<file path="config.mk">
export PLATFORM = sky130hd
export DESIGN_NAME = pc_unit
export DESIGN_NICKNAME = d
export VERILOG_FILES = /design/src/rtl/pc_unit.sv
export SDC_FILE = /design/constraint.sdc
export NUM_CORES = 1
export LEC_CHECK = 0
export ABC_CLOCK_PERIOD_IN_PS = 4700
export CORE_ASPECT_RATIO = 2
export CORE_MARGIN = 5
export CORE_UTILIZATION = 51
export DETAILED_ROUTE_END_ITERATION = 10
export HOLD_SLACK_MARGIN = 0.06
export PLACE_DENSITY_LB_ADDON = 0.12
export SYNTH_ARGS = -nofsm -noshare
export SYNTH_HDL_FRONTEND = slang
export SYNTH_SLANG_ARGS = --single-unit
</file>
<file path="constraint.sdc">
create_clock -name clk -period 4.7 [get_ports clk]
set_input_delay 0.47 -clock clk [delete_from_list [all_inputs] [get_ports clk]]
set_output_delay 0.47 -clock clk [all_outputs]
set_load 0.05 [all_outputs]
</file>
<file path="src/rtl/pc_unit.sv">
// Program counter unit for the multicycle MIPS datapath.
// Holds PC, branch-target and EPC registers and commits the next PC under
// control-unit strobes (sequential, branch, jump, register jump, exception).
module pc_unit #(
  parameter logic [31:0] RESET_PC   = 32'h0000_0000,
  parameter logic [31:0] EXC_VECTOR = 32'h8000_0180
) (
  input  logic        clk,
  input  logic        reset,
  input  logic        pc_write,
  input  logic        pc_write_cond,
  input  logic        branch_ne,
  input  logic [1:0]  pc_source,
  input  logic [31:0] alu_result,
  input  logic        alu_zero,
  input  logic [31:0] shifted_imm,
  input  logic        target_load,
  input  logic [25:0] instr_index,
  input  logic        exception,
  output logic [31:0] pc,
  output logic [31:0] target,
  output logic [31:0] epc,
  output logic        addr_err
);

  logic [31:0] pc_q, pc_d;
  logic [31:0] target_q, target_d;
  logic [31:0] epc_q, epc_d;
  logic        addr_err_q, addr_err_d;

  logic [31:0] jump_addr;
  logic [31:0] nxt;
  logic        we;

  // Next-PC candidate selection and write enable from the control strobes.
  always_comb begin
    jump_addr = {pc_q[31:28], instr_index, 2'b00};
    nxt       = alu_result;
    unique case (pc_source)
      2'b00:   nxt = alu_result;
      2'b01:   nxt = target_q;
      2'b10:   nxt = jump_addr;
      default: nxt = EXC_VECTOR;
    endcase
    // Branch taken when the zero flag differs from the BNE select.
    we = pc_write | (pc_write_cond & (alu_zero ^ branch_ne));
  end

  // Next-state for all registers; exception overrides every PC write path.
  always_comb begin
    pc_d       = pc_q;
    epc_d      = epc_q;
    addr_err_d = 1'b0;
    target_d   = target_q;
    if (exception) begin
      epc_d = pc_q - 32'd4;
      pc_d  = EXC_VECTOR;
    end else if (we) begin
      if (nxt[1:0] != 2'b00) begin
        addr_err_d = 1'b1;
      end else begin
        pc_d = nxt;
      end
    end
    // Target uses the pre-edge pc; it loads even on an exception cycle.
    if (target_load) begin
      target_d = pc_q + shifted_imm;
    end
  end

  // State registers with asynchronous active-high reset.
  always_ff @(posedge clk or posedge reset) begin
    if (reset) begin
      pc_q       <= RESET_PC;
      target_q   <= 32'h0;
      epc_q      <= 32'h0;
      addr_err_q <= 1'b0;
    end else begin
      pc_q       <= pc_d;
      target_q   <= target_d;
      epc_q      <= epc_d;
      addr_err_q <= addr_err_d;
    end
  end

  assign pc       = pc_q;
  assign target   = target_q;
  assign epc      = epc_q;
  assign addr_err = addr_err_q;

endmodule

</file>
Word level (Yosys, flattened, before mapping)
Cells that the tools add are included.

operators by class
  $add $sub $neg = 2
  equality and inequality tests = 4
  multiplexer cells = 7
  bitwise logic cells = 3
  reductions and logical operators = 5

operator list
  kind                                                  number
  two-way mux 32 bit                                    3
  one-hot mux 32 bit (3 select lines)                   1
  adder 32 bit                                          1
  subtractor 32 x 3 -> 32 bit (second input constant)   1
  != test 2 bit (second input constant)                 2
  nonzero test 2 bit                                    2
  two-way mux 1 bit                                     3
  AND reduction 3 bit                                   1
  equality test 2 x 1 -> 1 bit (second input constant)  1
  equality test 2 bit (second input constant)           1
  logical NOT 2 bit                                     1
  AND reduction 2 bit                                   1
  AND 1 bit                                             1
  bitwise OR 1 bit                                      1
  bitwise XOR 1 bit                                     1

word-level totals
  flip-flop bits (word level) = 97
  input port bits = 100
  output and inout port bits = 97
  logic and storage cells = 26

Logic depth before layout (Yosys ltp)
Gate-level depths: netlist of the first run.

  word-level depth = 6
  gate-level depth with buffers = 10
  depth with buffers taken out = 10

Worst setup path after synthesis of the first run
No wires, ideal clock.

  path kind = flip-flop to flip-flop
  from = reg pc_q[0], in the netlist pc[0]
  to = reg target_q[28], in the netlist target[28]
  setup time = 125 ps
  data arrival time = 3072 ps
  data required time = 4575 ps
  path slack = 1504 ps
  cell stages (with the launch flop) = 11
  path buffers = 0
  period minus slack after synthesis = 3196 ps
  path through = dfrtp_1 -> ha_1 -> fa_1 -> a21o_1 -> a221o_1 -> a31o_1 -> o2111a_2 -> o31ai_4 -> o311ai_1 -> xor2_1 -> mux2_2

on the way
  word-level cells in the longest chain between the ends = 1

ends and longest elaborated chain
  element                 RTL line  text
  from (decl)             26        logic [31:0] pc_q, pc_d;
  from (signal assigned)  79        pc_q <= pc_d;
  adder 32 bit            67        target_d = pc_q + shifted_imm;
  to (signal assigned)    80        target_q <= target_d;
  to (decl)               27        logic [31:0] target_q, target_d;

No other way between the ends.
A chain may end at the register's enable or synchronous reset.

Final worst setup path of the first run
  from = in shifted_imm[0]
  to = reg target_q[28], in the netlist target[28]

on the way
  word-level cells in the longest chain between the ends = 1

ends and longest elaborated chain
  element       RTL line  text
  from (decl)   16        input logic [31:0] shifted_imm,
  adder 32 bit  67

No other way between the ends.

==> flow_summary.toml, run 1 <==
[power]
clock_power_share = 0.250
p_sw_frac = 0.395
seqPwrFrac = 0.350
p_int_mw = 1.82
combPwrFrac = 0.400
p_switching_mw = 1.19
p_leak_nw = 3.65
pwr_density_cell_nw_per_um2 = 351
ir_drop_mv = 0.246

[worst_setup_path]
worstPathRequired_ns = 4.92
critical_path_class = "in -> reg"
critPathLaunchType = "input pin"
worst_setup_path_end_kind = "register"
cp.arrival_ns = 3.61
critical_path.max_fanout = 5

[clock_network]
cts-root-buf = "clkbuf_16"
clkTransAtPathRegs_ns = 0.07
numCtsBuffers = 9
cts_tree = "built"
clk_latency_ns = 0.34
htreeDepth = 3
holdBufCountCts = 0
postCtsResizedCells = 0
clkSinkCount = 97
postCtsSetupBuffers = 0
cts_buffer_depth = 2

[yosys]
synth-seq-area-share = 0.392
synth_cell_types = 59
yosys_warnings = 0
syn_nets = 795
syn_area_sq_um = 6200
synth_top_cell_by_area = "dfrtp_1"
ys_ff_latch = 97
synthTopCellsByCount = "97 x dfrtp_1, 61 x a21oi_1, 61 x nor2_1, 58 x nand2_1, 43 x o21ai_0"
yosysTopAreaCellShare = 0.392
avgSynthCellArea_sq_um = 9.36
synth.most_common_cell = "dfrtp_1"
synth_area_leaders = "dfrtp_1 39%, ha_1 6.5%, mux2_2 5.6%, xnor2_1 5.2%, a21oi_1 4.9%"
async_reset_ff_frac = 1.00
yosys_most_used_dff = "dfrtp_1"
syn_inst = 662
synth_edf_count = 0

[global_routing]
first_global_vias = 6461
grt_max_degree = 62
grt_usage = 0.296
grt_pass1_wl_microns = 33300
antenna_found_initial = 0
grt_overflow = 0

[sta]
fin_crit_ns = 3.39
finalClockSkew_ns = 0.0103
max_freq_mhz = 295
drv_slew = 0
fin_setup_tns_ns = 0
rsz0062_at_grt = "no"
period_share = 0.722
hold_slack_ns = 0.490
slew_headroom = 0.270
setup_viol = 0
finalHoldViolCount = 0
worst_slew_pin_slew_ns = 1.10

[die]
io_pins = 197
die_w_microns = 87.9
num_rows = 57
start_util = 0.514
dieArea_sq_um = 14600
coreArea_sq_um = 12100
die_h_microns = 166

[layout]
diodes = 0
fin_util = 0.712
drive_gt1_frac = 0.0825
final_nets = 976
nFillCells = 956
syn_to_final_growth_pct = 38.4

[placed_design]
routabilityCongestion = 0.936
numPortBuffers = 196
hpwl_microns = 16200

[flow_run]
max-cap-violations = 0

[route]
routed_wl_microns = 21100
dr_total_vias = 5969
viasPerCell = 6.00
first_pass_iters = 4
route.detailed.wl_per_inst_microns = 21.2
ant_nets = 0
drc = 0
drtIter0Drc = 329

[run_status]
outcome = "completed"

[min_path]
hp-class = "in -> reg"
==> flip-flops by register name, summed over array words and instances (netlist names) <==
name / count
epc: 32
target: 32
addr_err: 1
pc: 32
==> layout make-up <==
type	count	area [sq um]	share of cell area
timing repair buffer	204	2010	0.235
clock buffer	10	229	0.0267
sequential	97	2430	0.283
inverter	17	66.3	0.00773
multi-input combinational	514	3590	0.419
clock inverter	6	66.3	0.00773
tap	147	184	0.0214
==> critical path: stages <==
cell             delay [ns]
clkdlybuf4s50_1        0.41
ha_1                   0.22
fa_1                   0.41
a21o_1                 0.22
a221o_1                0.40
a31o_1                 0.28
o2111a_2               0.30
o31ai_4                0.29
o311ai_1               0.16
xor2_1                 0.16
mux2_2                 0.27
==> stage by stage <==
step                      instance area (sq um)  power [mW]  worst slack (ns)  std cells
after CTS                                  8580        3.02              1.33        995
after global routing                       8580        3.14              1.23        995
after floorplan                            6200        1.81              1.50        662
after detailed placement                   8280        2.27             0.971        979
final                                      8580        3.01              1.31        995
after global placement                     8280        2.25             0.981        979
==> cells in the final DEF, fill, tap and decap left out, types with 3 or more instances in the layout <==
master and instances:
nand2_1 58, and3_1 3, a21oi_1 61, nor3_1 14
a211oi_1 5, nor4_1 5, o21bai_1 5, clkbuf_16 9
clkdlybuf4s50_1 194, a31oi_1 5, or2_2 3, inv_1 16
ha_1 32, mux2i_1 27, buf_4 8, o31ai_1 4
nand3_1 8, a211o_1 4, a22o_1 24, a22oi_1 5
o211ai_1 3, nand4_1 8, dfrtp_1 97, o21a_1 5
nor2_1 61, nor2b_1 3, xor2_1 13, a21o_1 5
mux2_2 31, o21ai_0 43, xnor2_1 37, or3_1 3
==> worst paths after layout <==
kind                                      from         end  slack (ns)  depth (start not counted)
worst max register to register           pc[0]  target[28]        1.43                         10
worst min-delay path                 exception     epc[13]        0.49                          2
worst min register to register         epc[27]     epc[27]        0.53                          2
max in group asynchronous                reset  target[28]        3.06                          3
worst max-delay path            shifted_imm[0]  target[28]        1.31                         11
min in group asynchronous                reset     epc[28]        0.57                          2
==> cell families after synthesis <==
kind of cell             share of synthesized area
AO/OA/AOI/OAI                                0.197
AND/OR/NAND/NOR                              0.141
flip-flops                                   0.392
multiplexers                                 0.100
buffers and inverters                       0.0313
XOR/XNOR                                    0.0707
adder cells (fa/ha/maj)                     0.0679
==> power by group through the flow <==
| stage | clock network [mW] | registers, mW | logic, mW |
|---|---|---|---|
| floorplan | 0 | 1.41 | 0.397 |
| global placement | 0 | 1.06 | 1.18 |
| detailed placement | 0 | 1.07 | 1.20 |
| CTS | 0.762 | 1.05 | 1.21 |
| global route | 0.798 | 1.07 | 1.27 |
| finish | 0.751 | 1.05 | 1.20 |
==> per-layer routing <==
metal / vias to the layer above / wire length [microns] / share of wire / track usage
met1: 2876 / 7290 / 0.35 / 0.321
met2: 275 / 11700 / 0.55 / 0.543
met5: - / 0 / 0 / 0
li1: 2761 / - / - / -
met3: 57 / 1290 / 0.061 / 0.0447
met4: 0 / 815 / 0.039 / 0.136
Note: power is estimated with default switching activity, not from simulation.
==> run 2, diff against run 1 <==
--- a/config.mk
+++ b/config.mk
@@ -5,10 +5,10 @@
 export SDC_FILE = /design/constraint.sdc
 export NUM_CORES = 1
 export LEC_CHECK = 0
-export ABC_CLOCK_PERIOD_IN_PS = 4700
+export ABC_CLOCK_PERIOD_IN_PS = 2850
 export CORE_ASPECT_RATIO = 2
 export CORE_MARGIN = 5
-export CORE_UTILIZATION = 51
+export CORE_UTILIZATION = 43
 export DETAILED_ROUTE_END_ITERATION = 10
 export HOLD_SLACK_MARGIN = 0.06
 export PLACE_DENSITY_LB_ADDON = 0.12
==> constraint.sdc (replaced) <==
create_clock -name clk -period 2.85 [get_ports clk]
set_input_delay 0.285 -clock clk [delete_from_list [all_inputs] [get_ports clk]]
set_output_delay 0.285 -clock clk [all_outputs]
set_load 0.05 [all_outputs]
==> run 2 against run 1 <==
Critical endpoint is now target[30]. Sequential share of layout area is 2.2 points lower. First-iteration DRC count is 57% lower. Sequential cell count stayed put. Combinational power is 80% higher. The run now ends with negative setup slack left. Clock power is 62% higher. Final cell count is 12% higher.
==> flow_summary.toml, run 2 (same netlist as run 1, synthesis figures left out) <==
[run_status]
outcome = "finished with violations"
violations = "negative setup slack"

[die]
num_rows = 62
start_util = 0.434
coreArea_sq_um = 14300
io_pins = 197
die_w_microns = 94.9
die_h_microns = 180
dieArea_sq_um = 17100

[route]
viasPerCell = 5.51
first_pass_iters = 4
drtIter0Drc = 143
routed_wl_microns = 22500
ant_nets = 0
route.detailed.wl_per_inst_microns = 20.1
drc = 0
dr_total_vias = 6151

[min_path]
hp-class = "in -> async"

[sta]
timing.final.ws_setup_ns = -0.0986
finalHoldViolCount = 0
rsz0062_at_grt = "yes"
max_freq_mhz = 339
period_share = 1.03
finalClockSkew_ns = 0.00630
hold_slack_ns = 0.430
worst_slew_pin_slew_ns = 0.735
drv_slew = 0
setup_viol = 6
fin_crit_ns = 2.95
slew_headroom = 0.508

[worst_setup_path]
critical_path_class = "reg -> reg"
cp_top_family = "compound AO/OA/AOI/OAI gates"
worst_setup_path_end_kind = "register"
cp.arrival_ns = 3.19
critPathMaxStageDelay_ns = 0.42
critPathLaunchType = "register"
critical_path.max_fanout = 5
cp_num_buf_inv = 0
crit_path_top_delay_cell = "dfrtp_2"
crit_chain = "ha_4 -> fa_2 -> a21o_1 -> a221o_1 -> a31o_1 -> o2111a_2 -> o31ai_4 -> o31ai_1 -> xor2_1 -> mux2_2"
worstPathRequired_ns = 3.09

[clock_network]
htreeDepth = 3
clk_latency_ns = 0.35
cts-root-buf = "clkbuf_16"
numCtsBuffers = 9
holdBufCountCts = 0
clkSinkCount = 97
cts_buffer_depth = 2
clkTransAtPathRegs_ns = 0.07
cts_tree = "built"

[global_routing]
grt_max_degree = 98
grt_usage = 0.264
antenna_found_initial = 0
grt_overflow = 0
grt_pass1_wl_microns = 34300
first_global_vias = 6543

[layout]
drive_gt1_frac = 0.176
layout_common_cells = "194 x clkdlybuf4s50_1, 94 x dfrtp_1, 84 x buf_4"
diodes = 0
layout.cells.most_common = "clkdlybuf4s50_1"
final_nets = 1053
syn_to_final_growth_pct = 50.4
final_cell_area_sq_um = 9320

[placed_design]
place_area_sq_um = 8900
hpwl_microns = 17600
routabilityCongestion = 0.883
numPortBuffers = 196
place_ws_ns = -0.538

[flow_run]
max-cap-violations = 0

[power]
p_leak_nw = 4.05
ir_drop_mv = 0.325
pwr_density_cell_nw_per_um2 = 547
power_mw = 5.09
-- run 2: area by class of cell --
class                           count  area [sq um]
Clock buffer                       15           288
Clock inverter                      1          7.51
Fill cell                        1245          4960
Inverter                           17          67.6
Multi-Input combinational cell    514          3680
Sequential cell                    97          2430
Tap cell                          192           240
Timing Repair Buffer              281          2600
-- run 2: layer usage --
layer,up-vias,track usage,share of wire
li1,2919,-,-
met1,2982,0.259,0.34
met2,196,0.510,0.58
met3,54,0.0377,0.040
met4,0,0.132,0.046
met5,-,0,0
-- run 2: tightest hold or removal path: cells and delay by family --
family,cells,cell delay (ns)
buffers and inverters,3,0.94
-- run 2: worst paths after layout --
check	startpoint	end	slack, ns	cells after the start
worst max-delay path	pc[0]	target[30]	-0.1	10
worst min-delay path	reset	epc[15]	0.43	3
worst max register to register	pc[0]	target[30]	-0.1	10
worst min register to register	epc[1]	epc[1]	0.51	1
max in group asynchronous	reset	pc[0]	1.95	3
min in group clk	exception	epc[3]	0.48	2
-- run 2: power breakdown --
group	internal, mW	total, mW	switching [mW]
Sequential	1.55	1.71	0.161
Clock	0.689	1.22	0.530
Combinational	0.876	2.16	1.29
-- run 2: through the flow --
stage,cells,setup TNS [ns],util
2_1_floorplan,662,-0.654,-
3_3_place_gp,1094,-5.29,0.624
3_5_place_dp,1094,-5.51,0.624
4_1_cts,1111,-0.620,0.646
5_1_grt,1117,-0.988,0.653
6_report,1117,-0.464,0.653
-- run 2: what timing repair did --
item	CTS	global route
buffers inserted	1	6
hold endpoints to repair	0	0
setup endpoints to repair	7	12
resized for setup	4	18
pin swaps	2	4
